[src/rtl/pwm_multi_if.sv]
// Control/drive bundle for pwm_multi: the motor-control side drives the
// master modport, the PWM core sits on the slave modport.
interface pwm_multi_if #(
    parameter int WIDTH    = 11,
    parameter int CHANNELS = 2,
    parameter int DT_WIDTH = 4
);
    logic                      en;
    logic [WIDTH-1:0]          period;
    logic [CHANNELS*WIDTH-1:0] duty;
    logic                      duty_vld;
    logic [DT_WIDTH-1:0]       dead;
    logic [CHANNELS-1:0]       pwm_hi;
    logic [CHANNELS-1:0]       pwm_lo;
    logic                      cycle_start;

    modport master (
        output en, period, duty, duty_vld, dead,
        input  pwm_hi, pwm_lo, cycle_start
    );

    modport slave (
        input  en, period, duty, duty_vld, dead,
        output pwm_hi, pwm_lo, cycle_start
    );
endinterface

[src/rtl/pwm_multi.sv]
// Multi-channel PWM with a shared period counter, shadowed duty registers and
// complementary high/low drives separated by programmable dead-time.
module pwm_multi #(
    parameter int WIDTH    = 11,
    parameter int CHANNELS = 2,
    parameter int DT_WIDTH = 4
) (
    input  logic       clk,
    input  logic       rst_n,
    pwm_multi_if.slave bus
);

    typedef enum logic [1:0] {S_IDLE, S_DEAD, S_HI, S_LO} state_t;

    logic [WIDTH-1:0]    cnt;
    logic [WIDTH-1:0]    per_act;
    logic [WIDTH-1:0]    per_eff;
    logic                en_q;
    logic                start;
    logic                wrap;
    logic                load;
    logic [WIDTH-1:0]    pend     [CHANNELS];
    logic [WIDTH-1:0]    act      [CHANNELS];
    logic [WIDTH-1:0]    load_val [CHANNELS];
    logic [WIDTH-1:0]    act_eff  [CHANNELS];
    logic [CHANNELS-1:0] raw_p0;
    state_t              st       [CHANNELS];
    logic                tgt      [CHANNELS];
    logic [DT_WIDTH-1:0] dt       [CHANNELS];
    logic [CHANNELS-1:0] hi_q;
    logic [CHANNELS-1:0] lo_q;
    logic                cs_q;

    function automatic logic [DT_WIDTH-1:0] dt_reload(input logic [DT_WIDTH-1:0] d);
        return d - DT_WIDTH'(1);
    endfunction

    // Stage p0: counter compare. The first enabled cycle acts like a wrap, so
    // the freshly loaded period and duties are already in force at cnt==0.
    always_comb begin
        start   = bus.en & ~en_q;
        per_eff = start ? bus.period : per_act;
        wrap    = bus.en & (cnt == per_eff);
        load    = start | wrap;
        for (int i = 0; i < CHANNELS; i++) begin
            load_val[i] = bus.duty_vld ? bus.duty[i*WIDTH +: WIDTH] : pend[i];
            act_eff[i]  = start ? load_val[i] : act[i];
            raw_p0[i]   = cnt < act_eff[i];
        end
    end

    always_ff @(posedge clk or negedge rst_n) begin
        if (!rst_n) begin
            cnt     <= '0;
            per_act <= '0;
            en_q    <= 1'b0;
            cs_q    <= 1'b0;
        end else begin
            en_q <= bus.en;
            // Marks the cycle in which the drives first reflect cnt==0.
            cs_q <= bus.en & (cnt == '0);
            if (!bus.en || wrap) begin
                cnt <= '0;
            end else begin
                cnt <= cnt + WIDTH'(1);
            end
            if (load) begin
                per_act <= bus.period;
            end
        end
    end

    always_ff @(posedge clk or negedge rst_n) begin
        if (!rst_n) begin
            for (int i = 0; i < CHANNELS; i++) begin
                pend[i] <= '0;
                act[i]  <= '0;
            end
        end else begin
            for (int i = 0; i < CHANNELS; i++) begin
                if (bus.duty_vld) begin
                    pend[i] <= bus.duty[i*WIDTH +: WIDTH];
                end
                if (load) begin
                    act[i] <= load_val[i];
                end
            end
        end
    end

    // Stage p1: per-channel drive FSM. hi/lo are only ever written as the
    // pairs 10, 01 or 00, so both sides can never be on together.
    always_ff @(posedge clk or negedge rst_n) begin
        if (!rst_n) begin
            for (int i = 0; i < CHANNELS; i++) begin
                st[i]   <= S_IDLE;
                tgt[i]  <= 1'b0;
                dt[i]   <= '0;
                hi_q[i] <= 1'b0;
                lo_q[i] <= 1'b0;
            end
        end else begin
            for (int i = 0; i < CHANNELS; i++) begin
                if (!bus.en) begin
                    st[i]   <= S_IDLE;
                    hi_q[i] <= 1'b0;
                    lo_q[i] <= 1'b0;
                end else begin
                    unique case (st[i])
                        S_IDLE, S_HI, S_LO: begin
                            if (st[i] == S_IDLE || raw_p0[i] != (st[i] == S_HI)) begin
                                if (bus.dead == '0) begin
                                    st[i]   <= raw_p0[i] ? S_HI : S_LO;
                                    hi_q[i] <= raw_p0[i];
                                    lo_q[i] <= ~raw_p0[i];
                                end else begin
                                    st[i]   <= S_DEAD;
                                    tgt[i]  <= raw_p0[i];
                                    dt[i]   <= dt_reload(bus.dead);
                                    hi_q[i] <= 1'b0;
                                    lo_q[i] <= 1'b0;
                                end
                            end
                        end
                        S_DEAD: begin
                            if (raw_p0[i] != tgt[i]) begin
                                tgt[i] <= raw_p0[i];
                                dt[i]  <= dt_reload(bus.dead);
                            end else if (dt[i] == '0) begin
                                st[i]   <= tgt[i] ? S_HI : S_LO;
                                hi_q[i] <= tgt[i];
                                lo_q[i] <= ~tgt[i];
                            end else begin
                                dt[i] <= dt[i] - DT_WIDTH'(1);
                            end
                        end
                    endcase
                end
            end
        end
    end

    assign bus.pwm_hi      = hi_q;
    assign bus.pwm_lo      = lo_q;
    assign bus.cycle_start = cs_q;

endmodule

[src/flat_wrapper.sv]
// flat-port wrapper written by rule: the top's interface ports become plain ports
module pwm_multi_flat 
#(
    parameter int WIDTH    = 11,
    parameter int CHANNELS = 2,
    parameter int DT_WIDTH = 4
)
  (clk, rst_n, bus_en, bus_period, bus_duty, bus_duty_vld, bus_dead, bus_pwm_hi, bus_pwm_lo, bus_cycle_start);
  pwm_multi_if #(.WIDTH(WIDTH), .CHANNELS(CHANNELS), .DT_WIDTH(DT_WIDTH)) bus_i ();
  input  logic clk;
  input  logic rst_n;
  input wire logic [$bits(bus_i.en)-1:0] bus_en;
  input wire logic [$bits(bus_i.period)-1:0] bus_period;
  input wire logic [$bits(bus_i.duty)-1:0] bus_duty;
  input wire logic [$bits(bus_i.duty_vld)-1:0] bus_duty_vld;
  input wire logic [$bits(bus_i.dead)-1:0] bus_dead;
  output wire logic [$bits(bus_i.pwm_hi)-1:0] bus_pwm_hi;
  output wire logic [$bits(bus_i.pwm_lo)-1:0] bus_pwm_lo;
  output wire logic [$bits(bus_i.cycle_start)-1:0] bus_cycle_start;
  assign bus_i.en = bus_en;
  assign bus_i.period = bus_period;
  assign bus_i.duty = bus_duty;
  assign bus_i.duty_vld = bus_duty_vld;
  assign bus_i.dead = bus_dead;
  assign bus_pwm_hi = bus_i.pwm_hi;
  assign bus_pwm_lo = bus_i.pwm_lo;
  assign bus_cycle_start = bus_i.cycle_start;
  pwm_multi #(.WIDTH(WIDTH), .CHANNELS(CHANNELS), .DT_WIDTH(DT_WIDTH)) u_core (.clk(clk), .rst_n(rst_n), .bus(bus_i));
endmodule
[config.mk]
export PLATFORM = sky130hd
export DESIGN_NAME = pwm_multi_flat
export DESIGN_NICKNAME = d
export VERILOG_FILES = /design/src/rtl/pwm_multi_if.sv /design/src/rtl/pwm_multi.sv /design/src/flat_wrapper.sv
export SDC_FILE = /design/constraint.sdc
export NUM_CORES = 1
export LEC_CHECK = 0
export ABC_CLOCK_PERIOD_IN_PS = 3750
export CAP_MARGIN = 20
export CORE_MARGIN = 2
export CORE_UTILIZATION = 51
export CTS_CLUSTER_DIAMETER = 50
export DETAILED_ROUTE_END_ITERATION = 16
export GPL_TIMING_DRIVEN = 1
export PLACE_DENSITY = 0.75
export SYNTH_ARGS = -nofsm -noshare
export SYNTH_HDL_FRONTEND = slang
export SYNTH_SLANG_ARGS = --single-unit
[constraint.sdc]
create_clock -name clk -period 3.75 [get_ports clk]
set_clock_uncertainty 0.2 [all_clocks]
set_input_delay 0.5625 -clock clk [delete_from_list [all_inputs] [get_ports clk]]
set_output_delay 0.5625 -clock clk [all_outputs]
set_load 0.01 [all_outputs]
==> metrics.yaml <==
status: "complete, no violations"
place.gp.congestion: 0.799
drcViolationCount: 0
htree_levels: 3
switching_power_w: 0.000889
cp_common_cell: "buf_4"
cp_num_buf_inv: 4
drive_gt1_share_pct: 23.7
initialDrtViolationCount: 131
drt_wl_total_um: 10200
slew_violations: 0
synth-edff-count: 0
ys_dominant_reg_cell: "dfrtp_1"
finalSetupViolCount: 0
critical_path_arrival_ps: 3590
dp_hpwl_um: 7370
rsz0062_at_grt: "no"
dieArea_sq_um: 10400
setup_tns_ps: 0
clk-insertion-delay-late_ps: 360
power_frac_seq_pct: 42.4
fin_nets: 563
clk_pin_slew_ps: 90
cp_max_fo: 6
initial_core_util_pct: 53.0
grt_antenna_before_repair: 0
tightest_slew_ps: 556
cp-end-kind: "flop"
critPathKind: "primary input to flop"
die_y_um: 102
timing.final.hold_violations: 0
fin_util_pct: 64.9
switching_share_pct: 31.1
grt_pass1_vias: 3609
cts.sink_count: 86
layout_min_cycle_time_ps: 3530
avgSynthCellArea_sq_um: 11.8
fin_crit_sh_pct: 94.1
yosys_warnings: 0
area_growth_pct: 22.6
cts_buffers: 9
clockBufferDepth: 2
wl_per_cell_um: 16.2
synth_cell_types: 53
synth-seq-cells: 86
cts_tree: "done"
final_cell_mix: "dfrtp_1 (86), clkdlybuf4s50_1 (43), mux2i_1 (41)"
vdd_drop_max_uv: 225
grt_max_degree: 87
crit_family: "compound AO/OA/AOI/OAI gates"
p_clk_share_pct: 25.8
crit_chain: "clkdlybuf4s50_1, nand2b_2, buf_4, mux2i_1, ha_1, and2_0, a221o_1, a221oi_2, buf_4, o211a_1, a221oi_2, buf_4, a221o_1, and3_1"
hold_class: "flop to flop"
p_per_area_nw_per_um2: 474
netlist_area_sq_um: 4920
cpPeakStageDelay_ps: 520
maxSlewHeadroom_pct: 62.7
slowest_stage: "clkdlybuf4s50_1"
pin_count: 46
cts-root-buf: "clkbuf_8"
timing.fmax_mhz: 283
grt_first_pass_wirelength_um: 17100
first_pass_iters: 4
die_w_um: 102
final_common_cell: "dfrtp_1"
p_int_w: 0.00197
antenna_cells: 0
crit_path_start_kind: "primary input"
hold_ws_ps: 315
leakage_nw: 2.85
ant_nets: 0
yosysSeqAreaShare_pct: 43.8
synth_cells: 417
p_comb_share_pct: 31.8
async_reset_ff_share_pct: 100
core_area_sq_um: 9280
io_buffers: 45
drv_cap: 0
overflow: 0
grt_usage_pct: 21.0
cp_data_required_time_ps: 3810
synth_nets: 483
std_cell_rows: 35
vias: 3476
via_per_inst: 5.51
## logic make-up (layout without fill, tap and decap cells)
logic type                 count (synthesis)  in the layout  synth area share, %
muxes                                    101            101                 24.4
and+or+nand+nor                           93             93                 9.82
adders and majority gates                 25             25                 6.36
AOI/OAI and AO/OA                         60             60                 8.52
xor gates and xnor gates                  23             23                 4.10
DFF                                       86             86                 43.8
buffers and inverters                     29            114                 3.00
## final timing paths
path / startpoint / to / slack [ps] / depth (start not counted)
worst max-delay path: bus_en / u_core.bus.pwm_hi[1] / 220 / 14
worst min-delay path: u_core.act[1] / u_core.act[1] / 310 / 1
worst max register to register: u_core.en_q / u_core.bus.pwm_hi[1] / 450 / 13
worst min register to register: u_core.act[1] / u_core.act[1] / 310 / 1
max in group asynchronous: rst_n / u_core.cnt[9] / 2260 / 3
min in group asynchronous: rst_n / u_core.pend[18] / 460 / 2
## routing by layer
layer | global-route usage [%] | routed length [um] | vias to the layer above
met1 | 28.0 | 4730 | 1727
li1 | - | - | 1680
met5 | 0 | 0 | -
met2 | 35.4 | 5030 | 58
met3 | 2.74 | 325 | 11
met4 | 7.59 | 141 | 0
## stage by stage
stage	area (sq um)	power (W)	setup WS [ps]	std cells
2_1_floorplan	4930	0.00182	25.5	417
3_3_place_gp	5760	0.00208	-295	612
3_5_place_dp	5760	0.00213	-382	612
4_1_cts	5980	0.00287	13.7	628
5_1_grt	6030	0.00302	7.66	631
6_report	6030	0.00286	221	631
## cells in the mapped netlist, types with 2 or more instances
library cell	n	area [sq um]
nor3_1	6	30.0
xor2_1	5	43.8
a22oi_1	3	22.5
buf_6	5	56.3
nor4_1	4	25.0
and3_1	7	43.8
nor2_1	21	78.8
mux2_4	30	450
a21oi_1	17	85.1
buf_1	4	15.0
a221o_1	2	20.0
o21ai_0	8	40.0
nor3b_1	6	45.0
nand2b_1	3	18.8
a21o_1	2	15.0
o211ai_1	4	30.0
nand3b_1	2	15.0
dfrtp_1	86	2150
inv_1	15	56.3
mux2i_1	41	410
xnor2_1	18	158
o22ai_1	5	31.3
o2111ai_1	2	17.5
nand2_1	19	71.3
nand4_1	2	12.5
o21a_1	2	15.0
clkbuf_1	4	15.0
ha_1	25	313
o211a_1	2	20.0
mux2_2	28	315
nand3_1	9	45.0
nor2b_1	3	18.8
or3_1	5	31.3
a221oi_2	3	45.0
## flip-flops by register name (all words and copies together) (netlist names)
register and flops:
u_core.bus.pwm_hi 2, u_core.tgt 2, u_core.cnt 11, u_core.en_q 1, u_core.bus.cycle_start 1, u_core.act 22
u_core.st 4, u_core.dt 8, u_core.pend 22, u_core.bus.pwm_lo 2, u_core.per_act 11
## power groups by stage
stage                     clock (W)  sequential (W)  combinational (W)
final                      0.000738         0.00121           0.000908
after global routing       0.000787         0.00123            0.00101
after CTS                  0.000752         0.00121           0.000906
after detailed placement          0         0.00122           0.000900
after global placement            0         0.00122           0.000865
after floorplan                   0         0.00119           0.000631
## final cells by class
class | instances | area [sq um]
Inverter | 15 | 56.3
Multi-Input combinational cell | 302 | 2630
Fill cell | 762 | 3250
Clock buffer | 10 | 128
Clock inverter | 6 | 93.8
Sequential cell | 86 | 2150
Tap cell | 129 | 161
Timing Repair Buffer | 83 | 808
## timing repair
| item | CTS | global route |
|---|---|---|
| buffers inserted | 0 | 1 |
| hold buffers | 0 | 1 |
| cloned | 0 | 0 |
| endpoints found under the setup margin | 1 | 18 |
| pin swaps | 1 | 1 |
| endpoints found under the hold margin | 0 | 27 |
| gates resized for setup | 0 | 1 |
Power figures use the tool's default switching activity.
